## src/rtl/host_monitor_if.sv

```systemverilog
// Memory-mapped bus between a master (CPU) and the host_monitor slave.
// The master holds a request stable until it sees mem_ready.
interface host_monitor_if;
    logic        mem_valid;
    logic        mem_instr;
    logic [31:0] mem_addr;
    logic [31:0] mem_wdata;
    logic [3:0]  mem_wstrb;
    logic [31:0] mem_rdata;
    logic        mem_ready;

    modport master (
        output mem_valid, mem_instr, mem_addr, mem_wdata, mem_wstrb,
        input  mem_rdata, mem_ready
    );

    modport slave (
        input  mem_valid, mem_instr, mem_addr, mem_wdata, mem_wstrb,
        output mem_rdata, mem_ready
    );
endinterface

```

## src/rtl/host_monitor.sv

```systemverilog
// Host/console device: exit-code capture, console byte FIFO and watchdog,
// exposed as a 16-byte register window on the data bus.
module host_monitor #(
    parameter logic [31:0] BASE_ADDR  = 32'h0010_0000,
    parameter int unsigned FIFO_DEPTH = 16,
    parameter int unsigned CNT_WIDTH  = 32
) (
    input  logic                 clock,
    input  logic                 reset,
    host_monitor_if.slave        bus,
    output logic                 char_valid,
    output logic [7:0]           char_data,
    input  logic                 char_ready,
    output logic                 host_done,
    output logic [31:0]          host_exit,
    output logic                 host_timeout
);

    localparam int unsigned PTR_W = $clog2(FIFO_DEPTH);
    localparam int unsigned CNT_W = PTR_W + 1;

    localparam logic [1:0] REG_TOHOST  = 2'd0;
    localparam logic [1:0] REG_PRINT   = 2'd1;
    localparam logic [1:0] REG_STATUS  = 2'd2;
    localparam logic [1:0] REG_MAXTIME = 2'd3;

    typedef enum logic [1:0] {
        IDLE  = 2'd0,
        RESP  = 2'd1,
        STALL = 2'd2
    } state_e;

    state_e               state_q, state_d;

    logic                 req_hit_q, req_hit_d;
    logic [1:0]           req_reg_q, req_reg_d;
    logic                 req_instr_q, req_instr_d;
    logic [3:0]           req_wstrb_q, req_wstrb_d;
    logic [31:0]          req_wdata_q, req_wdata_d;

    logic                 mem_ready_q, mem_ready_d;
    logic [31:0]          mem_rdata_q, mem_rdata_d;

    logic [7:0]           fifo_mem_q [FIFO_DEPTH];
    logic [PTR_W-1:0]     wr_ptr_q, wr_ptr_d;
    logic [PTR_W-1:0]     rd_ptr_q, rd_ptr_d;
    logic [CNT_W-1:0]     fifo_cnt_q, fifo_cnt_d;
    logic                 char_valid_q, char_valid_d;
    logic [7:0]           char_data_q, char_data_d;

    logic                 host_done_q, host_done_d;
    logic [31:0]          host_exit_q, host_exit_d;
    logic                 host_timeout_q, host_timeout_d;
    logic [CNT_WIDTH-1:0] maxtime_q, maxtime_d;
    logic [CNT_WIDTH-1:0] wd_cnt_q, wd_cnt_d;

    logic                 bus_hit_c;
    logic [1:0]           bus_reg_c;
    logic                 bus_push_c;
    logic [31:0]          rd_val_c;
    logic                 fifo_full_c;
    logic                 fifo_empty_c;
    logic                 pop_c;
    logic                 push_c;
    logic                 req_wr_c;
    logic                 unused_c;

    // Decode of the request currently on the bus (used only while IDLE)
    assign bus_hit_c    = (bus.mem_addr[31:4] == BASE_ADDR[31:4]);
    assign bus_reg_c    = bus.mem_addr[3:2];
    assign bus_push_c   = bus_hit_c && !bus.mem_instr && (bus_reg_c == REG_PRINT)
                          && bus.mem_wstrb[0];
    assign unused_c     = ^bus.mem_addr[1:0];

    assign fifo_full_c  = (fifo_cnt_q == CNT_W'(FIFO_DEPTH));
    assign fifo_empty_c = (fifo_cnt_q == '0);
    assign pop_c        = char_valid_q && char_ready;

    // Side effects of the latched request are applied at the end of the ready cycle
    assign req_wr_c     = (state_q == RESP) && req_hit_q && !req_instr_q && (req_wstrb_q != 4'b0);
    assign push_c       = req_wr_c && (req_reg_q == REG_PRINT) && req_wstrb_q[0]
                          && (!fifo_full_c || pop_c);

    // Read data for the request being accepted; fetches and writes return 0
    always_comb begin
        rd_val_c = '0;
        if (bus_hit_c && !bus.mem_instr && (bus.mem_wstrb == 4'b0)) begin
            case (bus_reg_c)
                REG_TOHOST:  rd_val_c = host_exit_q;
                REG_PRINT:   rd_val_c = 32'(fifo_cnt_q);
                REG_STATUS:  rd_val_c = {28'b0, host_timeout_q, host_done_q,
                                         fifo_full_c, fifo_empty_c};
                REG_MAXTIME: rd_val_c = 32'(maxtime_q);
                default:     rd_val_c = '0;
            endcase
        end
    end

    // Bus handshake FSM
    always_comb begin
        state_d     = state_q;
        req_hit_d   = req_hit_q;
        req_reg_d   = req_reg_q;
        req_instr_d = req_instr_q;
        req_wstrb_d = req_wstrb_q;
        req_wdata_d = req_wdata_q;
        mem_ready_d = 1'b0;
        mem_rdata_d = '0;

        case (state_q)
            IDLE: begin
                if (bus.mem_valid) begin
                    req_hit_d   = bus_hit_c;
                    req_reg_d   = bus_reg_c;
                    req_instr_d = bus.mem_instr;
                    req_wstrb_d = bus.mem_wstrb;
                    req_wdata_d = bus.mem_wdata;
                    if (bus_push_c && fifo_full_c && !pop_c) begin
                        state_d = STALL;
                    end else begin
                        state_d     = RESP;
                        mem_ready_d = 1'b1;
                        mem_rdata_d = rd_val_c;
                    end
                end
            end
            STALL: begin
                if (!fifo_full_c || pop_c) begin
                    state_d     = RESP;
                    mem_ready_d = 1'b1;
                end
            end
            RESP: begin
                state_d = IDLE;
            end
            default: begin
                state_d = IDLE;
            end
        endcase
    end

    // Console FIFO pointers, occupancy and registered head
    always_comb begin
        wr_ptr_d     = wr_ptr_q;
        rd_ptr_d     = rd_ptr_q;
        fifo_cnt_d   = fifo_cnt_q;
        char_data_d  = char_data_q;

        if (push_c) begin
            wr_ptr_d = PTR_W'(wr_ptr_q + 1'b1);
        end
        if (pop_c) begin
            rd_ptr_d = PTR_W'(rd_ptr_q + 1'b1);
        end
        case ({push_c, pop_c})
            2'b10:   fifo_cnt_d = CNT_W'(fifo_cnt_q + 1'b1);
            2'b01:   fifo_cnt_d = CNT_W'(fifo_cnt_q - 1'b1);
            default: fifo_cnt_d = fifo_cnt_q;
        endcase

        char_valid_d = (fifo_cnt_d != '0);
        // The new head is the byte being written when the read pointer lands on the write slot
        if (char_valid_d) begin
            if (push_c && (rd_ptr_d == wr_ptr_q)) begin
                char_data_d = req_wdata_q[7:0];
            end else begin
                char_data_d = fifo_mem_q[rd_ptr_d];
            end
        end
    end

    // Exit code capture, MAXTIME register and watchdog
    always_comb begin
        host_done_d    = host_done_q;
        host_exit_d    = host_exit_q;
        host_timeout_d = host_timeout_q;
        maxtime_d      = maxtime_q;
        wd_cnt_d       = wd_cnt_q;

        if (req_wr_c && (req_reg_q == REG_TOHOST) && (req_wdata_q != '0) && !host_done_q) begin
            host_done_d = 1'b1;
            host_exit_d = req_wdata_q;
        end

        if (req_wr_c && (req_reg_q == REG_MAXTIME)) begin
            maxtime_d = CNT_WIDTH'(req_wdata_q);
            wd_cnt_d  = '0;
        end else if ((maxtime_q != '0) && !host_done_q && !host_timeout_q
                     && (wd_cnt_q != '1)) begin
            wd_cnt_d = CNT_WIDTH'(wd_cnt_q + 1'b1);
            if (wd_cnt_q == CNT_WIDTH'(maxtime_q - 1'b1)) begin
                host_timeout_d = 1'b1;
            end
        end
    end

    always_ff @(posedge clock or negedge reset) begin
        if (!reset) begin
            state_q        <= IDLE;
            req_hit_q      <= 1'b0;
            req_reg_q      <= '0;
            req_instr_q    <= 1'b0;
            req_wstrb_q    <= '0;
            req_wdata_q    <= '0;
            mem_ready_q    <= 1'b0;
            mem_rdata_q    <= '0;
            wr_ptr_q       <= '0;
            rd_ptr_q       <= '0;
            fifo_cnt_q     <= '0;
            char_valid_q   <= 1'b0;
            char_data_q    <= '0;
            host_done_q    <= 1'b0;
            host_exit_q    <= '0;
            host_timeout_q <= 1'b0;
            maxtime_q      <= '0;
            wd_cnt_q       <= '0;
        end else begin
            state_q        <= state_d;
            req_hit_q      <= req_hit_d;
            req_reg_q      <= req_reg_d;
            req_instr_q    <= req_instr_d;
            req_wstrb_q    <= req_wstrb_d;
            req_wdata_q    <= req_wdata_d;
            mem_ready_q    <= mem_ready_d;
            mem_rdata_q    <= mem_rdata_d;
            wr_ptr_q       <= wr_ptr_d;
            rd_ptr_q       <= rd_ptr_d;
            fifo_cnt_q     <= fifo_cnt_d;
            char_valid_q   <= char_valid_d;
            char_data_q    <= char_data_d;
            host_done_q    <= host_done_d;
            host_exit_q    <= host_exit_d;
            host_timeout_q <= host_timeout_d;
            maxtime_q      <= maxtime_d;
            wd_cnt_q       <= wd_cnt_d;
        end
    end

    // FIFO storage carries data only, so it needs no reset
    always_ff @(posedge clock) begin
        if (push_c) begin
            fifo_mem_q[wr_ptr_q] <= req_wdata_q[7:0];
        end
    end

    assign bus.mem_ready = mem_ready_q;
    assign bus.mem_rdata = mem_rdata_q;
    assign char_valid    = char_valid_q;
    assign char_data     = char_data_q;
    assign host_done     = host_done_q;
    assign host_exit     = host_exit_q;
    assign host_timeout  = host_timeout_q;

endmodule
```

## src/flat_wrapper.sv

```systemverilog
// flat-port wrapper written by rule: the top's interface ports become plain ports
module host_monitor_flat 
#(
    parameter logic [31:0] BASE_ADDR  = 32'h0010_0000,
    parameter int unsigned FIFO_DEPTH = 16,
    parameter int unsigned CNT_WIDTH  = 32
)
  (clock, reset, char_valid, char_data, char_ready, host_done, host_exit, host_timeout, bus_mem_valid, bus_mem_instr, bus_mem_addr, bus_mem_wdata, bus_mem_wstrb, bus_mem_rdata, bus_mem_ready);
  host_monitor_if bus_i ();
  input  logic clock;
  input  logic reset;
  output logic char_valid;
  output logic [7:0] char_data;
  input  logic char_ready;
  output logic host_done;
  output logic [31:0] host_exit;
  output logic host_timeout;
  input wire logic [$bits(bus_i.mem_valid)-1:0] bus_mem_valid;
  input wire logic [$bits(bus_i.mem_instr)-1:0] bus_mem_instr;
  input wire logic [$bits(bus_i.mem_addr)-1:0] bus_mem_addr;
  input wire logic [$bits(bus_i.mem_wdata)-1:0] bus_mem_wdata;
  input wire logic [$bits(bus_i.mem_wstrb)-1:0] bus_mem_wstrb;
  output wire logic [$bits(bus_i.mem_rdata)-1:0] bus_mem_rdata;
  output wire logic [$bits(bus_i.mem_ready)-1:0] bus_mem_ready;
  assign bus_i.mem_valid = bus_mem_valid;
  assign bus_i.mem_instr = bus_mem_instr;
  assign bus_i.mem_addr = bus_mem_addr;
  assign bus_i.mem_wdata = bus_mem_wdata;
  assign bus_i.mem_wstrb = bus_mem_wstrb;
  assign bus_mem_rdata = bus_i.mem_rdata;
  assign bus_mem_ready = bus_i.mem_ready;
  host_monitor #(.BASE_ADDR(BASE_ADDR), .FIFO_DEPTH(FIFO_DEPTH), .CNT_WIDTH(CNT_WIDTH)) u_core (.clock(clock), .reset(reset), .bus(bus_i), .char_valid(char_valid), .char_data(char_data), .char_ready(char_ready), .host_done(host_done), .host_exit(host_exit), .host_timeout(host_timeout));
endmodule
```

## config.mk

```make
export PLATFORM = sky130hd
export DESIGN_NAME = host_monitor_flat
export DESIGN_NICKNAME = d
export VERILOG_FILES = /design/src/rtl/host_monitor_if.sv /design/src/rtl/host_monitor.sv /design/src/flat_wrapper.sv
export SDC_FILE = /design/constraint.sdc
export NUM_CORES = 1
export LEC_CHECK = 0
export CAP_MARGIN = 40
export CELL_PAD_IN_SITES_DETAIL_PLACEMENT = 0
export CELL_PAD_IN_SITES_GLOBAL_PLACEMENT = 1
export CORE_MARGIN = 2
export CORE_UTILIZATION = 35
export DETAILED_ROUTE_END_ITERATION = 12
export PLACE_DENSITY_LB_ADDON = 0.1
export SYNTH_ARGS = -nofsm -noshare
export SYNTH_HDL_FRONTEND = slang
export SYNTH_SLANG_ARGS = --single-unit
```

## constraint.sdc

```tcl
create_clock -name clock -period 10.2 [get_ports clock]
set_clock_uncertainty 0.15 [all_clocks]
set_input_delay 1.02 -clock clock [delete_from_list [all_inputs] [get_ports clock]]
set_output_delay 1.02 -clock clock [all_outputs]
set_load 0.02 [all_outputs]
```

==> parameters.txt <==
Parameter                              Value

Clock tree
  H-tree level count    2
  Insertion delay to the later sink of the worst-skew pair    0.56 ns
  Root Buffer Master    sky130_fd_sc_hd__clkbuf_16
  Maximum buffer depth of the clock tree    3
  Clock input transition at the sequential cells of the worst setup and hold paths    0.06 ns
  Clock buffers created by TritonCTS    38
  Clock tree from TritonCTS    yes
  Number of clock sinks seen by CTS    323
  Hold-fix buffers, CTS    0
  Post-cts sizing count    0
  Post-CTS repair timing setup buffer count    0

Setup path
  Kind of capture point of the worst setup path    flip-flop
  Crit-path leading delay family    simple AND/OR/NAND/NOR gates
  Cells traversed along the worst timing path    clkdlybuf4s50_1, nand2_2, nand3_1, nor4bb_1, buf_4, inv_1, ha_1, xor2_1, ha_1, a21oi_1, xor2_1, nor2_1, xor2_1, or3_1, or3_2, mux2_4
  Critical-path top delay cell    sky130_fd_sc_hd__or3_2
  Data arrival time of the worst path    5.17 ns
  CP max FO    9
  CP dominant cell by count    sky130_fd_sc_hd__xor2_1
  Largest stage delay on the critical path    0.59 ns
  Buf/Inv on CP    3
  Required time reported for the critical path endpoint    10.49 ns
  Crit Path Class    primary input to flip-flop
  Critical Path Start Type    primary input
  Reg2reg start    u_core.state_q[1]
  Critical path startpoint    char_ready

Synth
  Post-synthesis average cell area    13.9 µm²
  Simple-gate share of the synthesized area    11.6%
  Synth Flop Type    sky130_fd_sc_hd__dfrtp_1
  Compound-Gate Fraction of Synth Area    4.19%
  Post-synthesis mux area share    16.5%
  Cell type contributing the most total cell area after synthesis    sky130_fd_sc_hd__dfrtp_1
  FFs w/ async S/R, synth    60.4%
  Most common cell in the synthesized netlist    sky130_fd_sc_hd__dfrtp_1
  Number of enable flip-flop cells after synthesis    128
  Synthesized flop and latch total    323
  Top area cells in the synthesized netlist    sky130_fd_sc_hd__dfrtp_1, sky130_fd_sc_hd__edfxtp_1, sky130_fd_sc_hd__mux2_2
  Main combinational cell family by area after synthesis    multiplexers
  Parity-gate share of the synthesized area counting xor and xnor cells    5.11%
  List of most frequent post-synthesis cells    sky130_fd_sc_hd__dfrtp_1, sky130_fd_sc_hd__edfxtp_1, sky130_fd_sc_hd__mux2_2, sky130_fd_sc_hd__nor2_1, sky130_fd_sc_hd__xnor2_1
  Post-synthesis cell type count    70
  Register area share after synthesis    59.2%
  Area share of the leading cell type in the synthesized netlist    33.1%
  Synth Area in Adders    0.849%
  Yosys synthesis warning count    0
  Post-synthesis cell area    14700 µm²
  Net count of the mapped netlist    1142
  Count of mapped cells out of synthesis    1059

Run
  Max-cap violations    0

Place
  Final GP Congestion    0.779
  # placed instances    1717
  Number of I/O port buffers    146
  Half-perimeter wire length of the detailed placement result    27400 µm
  Post-placement setup slack    4.72 ns
  Placed Instance Area    16900 µm²

Final layout
  Number of diodes    0
  Net count of the finished layout    1301
  Syn-to-layout area delta    23.3%
  Final Instance Count excl. Fillers    1786
  Post-route cell area    18200 µm²
  Fraction of final layout cells with drive strength greater than 1    21.1%

Floorplan
  Die width    209 µm
  Count of boundary I/O pins    149
  Core area    41800 µm²
  Die span in y    209 µm
  Initial core utilization    35.3%
  Die footprint    43800 µm²
  Standard-cell rows    75

GRT
  Initial antenna violation count    0
  Largest net degree at the start of global routing    91
  Via count of the first global-routing pass    9675
  Overall routing resource usage    18.6%
  First-pass GRT wire length    61600 µm
  Aggregate global routing overflow    0

Route
  Routed via count divided by cell count    5.17
  Vias after detailed routing    9228
  First-pass iteration count of the detailed router    5
  Drt first-iter violations    417
  Count of antenna-violating nets left after detailed routing    0
  Final wirelength    39600 µm
  Average wire per standard cell    22.2 µm
  Total DRC errors in the routed layout    0

Pwr
  Switching share of power    22.8%
  Largest vdd supply drop    0.104 mV
  LEAKAGE    7.19 nW
  Combinational share of power    6.5%
  PD cells    165 nW/µm²
  Final Power    3.00 mW
  Portion of total power attributed to the clock network    45.4%
  Part of the power in registers    48.1%
  NetSw    0.684 mW
  Cell internal pwr    2.32 mW

Timing
  Final setup margin    5.32 ns
  Setup repair after global routing missed its margin    false
  Final hold violation count    0
  Normalized max-slew margin    43.8%
  Total negative setup slack    0 ns
  Count of pins over their slew limit    0
  Setup-violating endpoint count in the final report    0
  Final Critical Period    4.88 ns
  Max Clk Rate    0.205 GHz
  Fin crit share    47.8%
  Worst-margin pin slew    0.841 ns

Status
  Outcome    finished, final reports clean

Hold path
  Tightest Hold Check Type    flip-flop to flip-flop
  Launch instance of the worst min-delay path    u_core.req_wstrb_q[2]
-- worst paths after layout --
kind / end / cells after the start / slack, ns
setup / recovery: u_core.char_data[5] / 16 / 5.32
hold / removal: u_core.req_wstrb_q[2] / 1 / 0.35
setup reg to reg: u_core.char_data[5] / 15 / 5.33
hold reg to reg: u_core.req_wstrb_q[2] / 1 / 0.35
max in group asynchronous: u_core.bus.mem_rdata[27] / 2 / 8.18
min in group asynchronous: u_core.wr_ptr_q[2] / 1 / 0.39
-- final cells by class --
| cell class | count | area, µm² |
|---|---|---|
| flip-flops and latches | 323 | 8720 |
| inverters | 20 | 77.6 |
| repair buffers | 180 | 1750 |
| clock inverters | 17 | 211 |
| fillers | 3838 | 23600 |
| multi-input cells | 655 | 5690 |
| clock buffers | 52 | 1030 |
| well taps | 539 | 674 |
-- per-stage QoR --
step	hold slack (ns)	util, %
after floorplan	0.321	-
after global placement	0.336	40.2
after detailed placement	0.340	40.5
after CTS	0.353	43.5
after global routing	0.368	43.5
final	0.351	43.5
-- state kept, by name, indices dropped and copies added (netlist names), 5 cells and up --
register              flops
u_core.bus.mem_rdata     32
u_core.char_data          8
u_core.fifo_cnt_q         5
u_core.fifo_mem_q       128
u_core.host_exit         32
u_core.maxtime_q         32
u_core.req_wdata_q       32
u_core.wd_cnt_q          32
-- per-layer routing --
metal,GRT usage [%],share of wire (%),up-vias
met1,23.6,43,4736
li1,-,-,4305
met2,33.0,52,138
met3,3.61,3.6,49
met4,4.29,1.7,0
met5,0,0,-
-- power groups by stage --
| stage | sequential [mW] | clock (mW) | combinational (mW) |
|---|---|---|---|
| finish | 1.44 | 1.36 | 0.195 |
| global route | 1.45 | 1.46 | 0.213 |
| CTS | 1.45 | 1.41 | 0.201 |
| detailed placement | 1.47 | 0 | 0.201 |
| global placement | 1.47 | 0 | 0.198 |
| floorplan | 1.46 | 0 | 0.0987 |
-- cells by family after synthesis --
group / Yosys count
AOI/OAI and AO/OA: 89
DFF: 323
and+or+nand+nor: 306
xor gates and xnor gates: 83
buffers and inverters: 81
adders and majority gates: 10
muxes: 167
-- cells in the final DEF (no fill, tap or decap), drive strengths merged, types with 6 or more instances in the layout --
master,instances
or4,9
nor3,33
inv,22
or3,9
edfxtp,128
clkinv,9
a21oi,15
nand3,23
clkbuf,53
nand2b,9
clkdlybuf4s50,145
mux2,119
ha,10
nand4,17
nand2,31
dfrtp,195
a211oi,6
nor2,90
mux4,42
nor2b,10
buf,34
a22oi,30
nor4,45
xnor2,59
mux2i,6
xor2,24
o21ai,15
(Power assumes the default switching activity.)
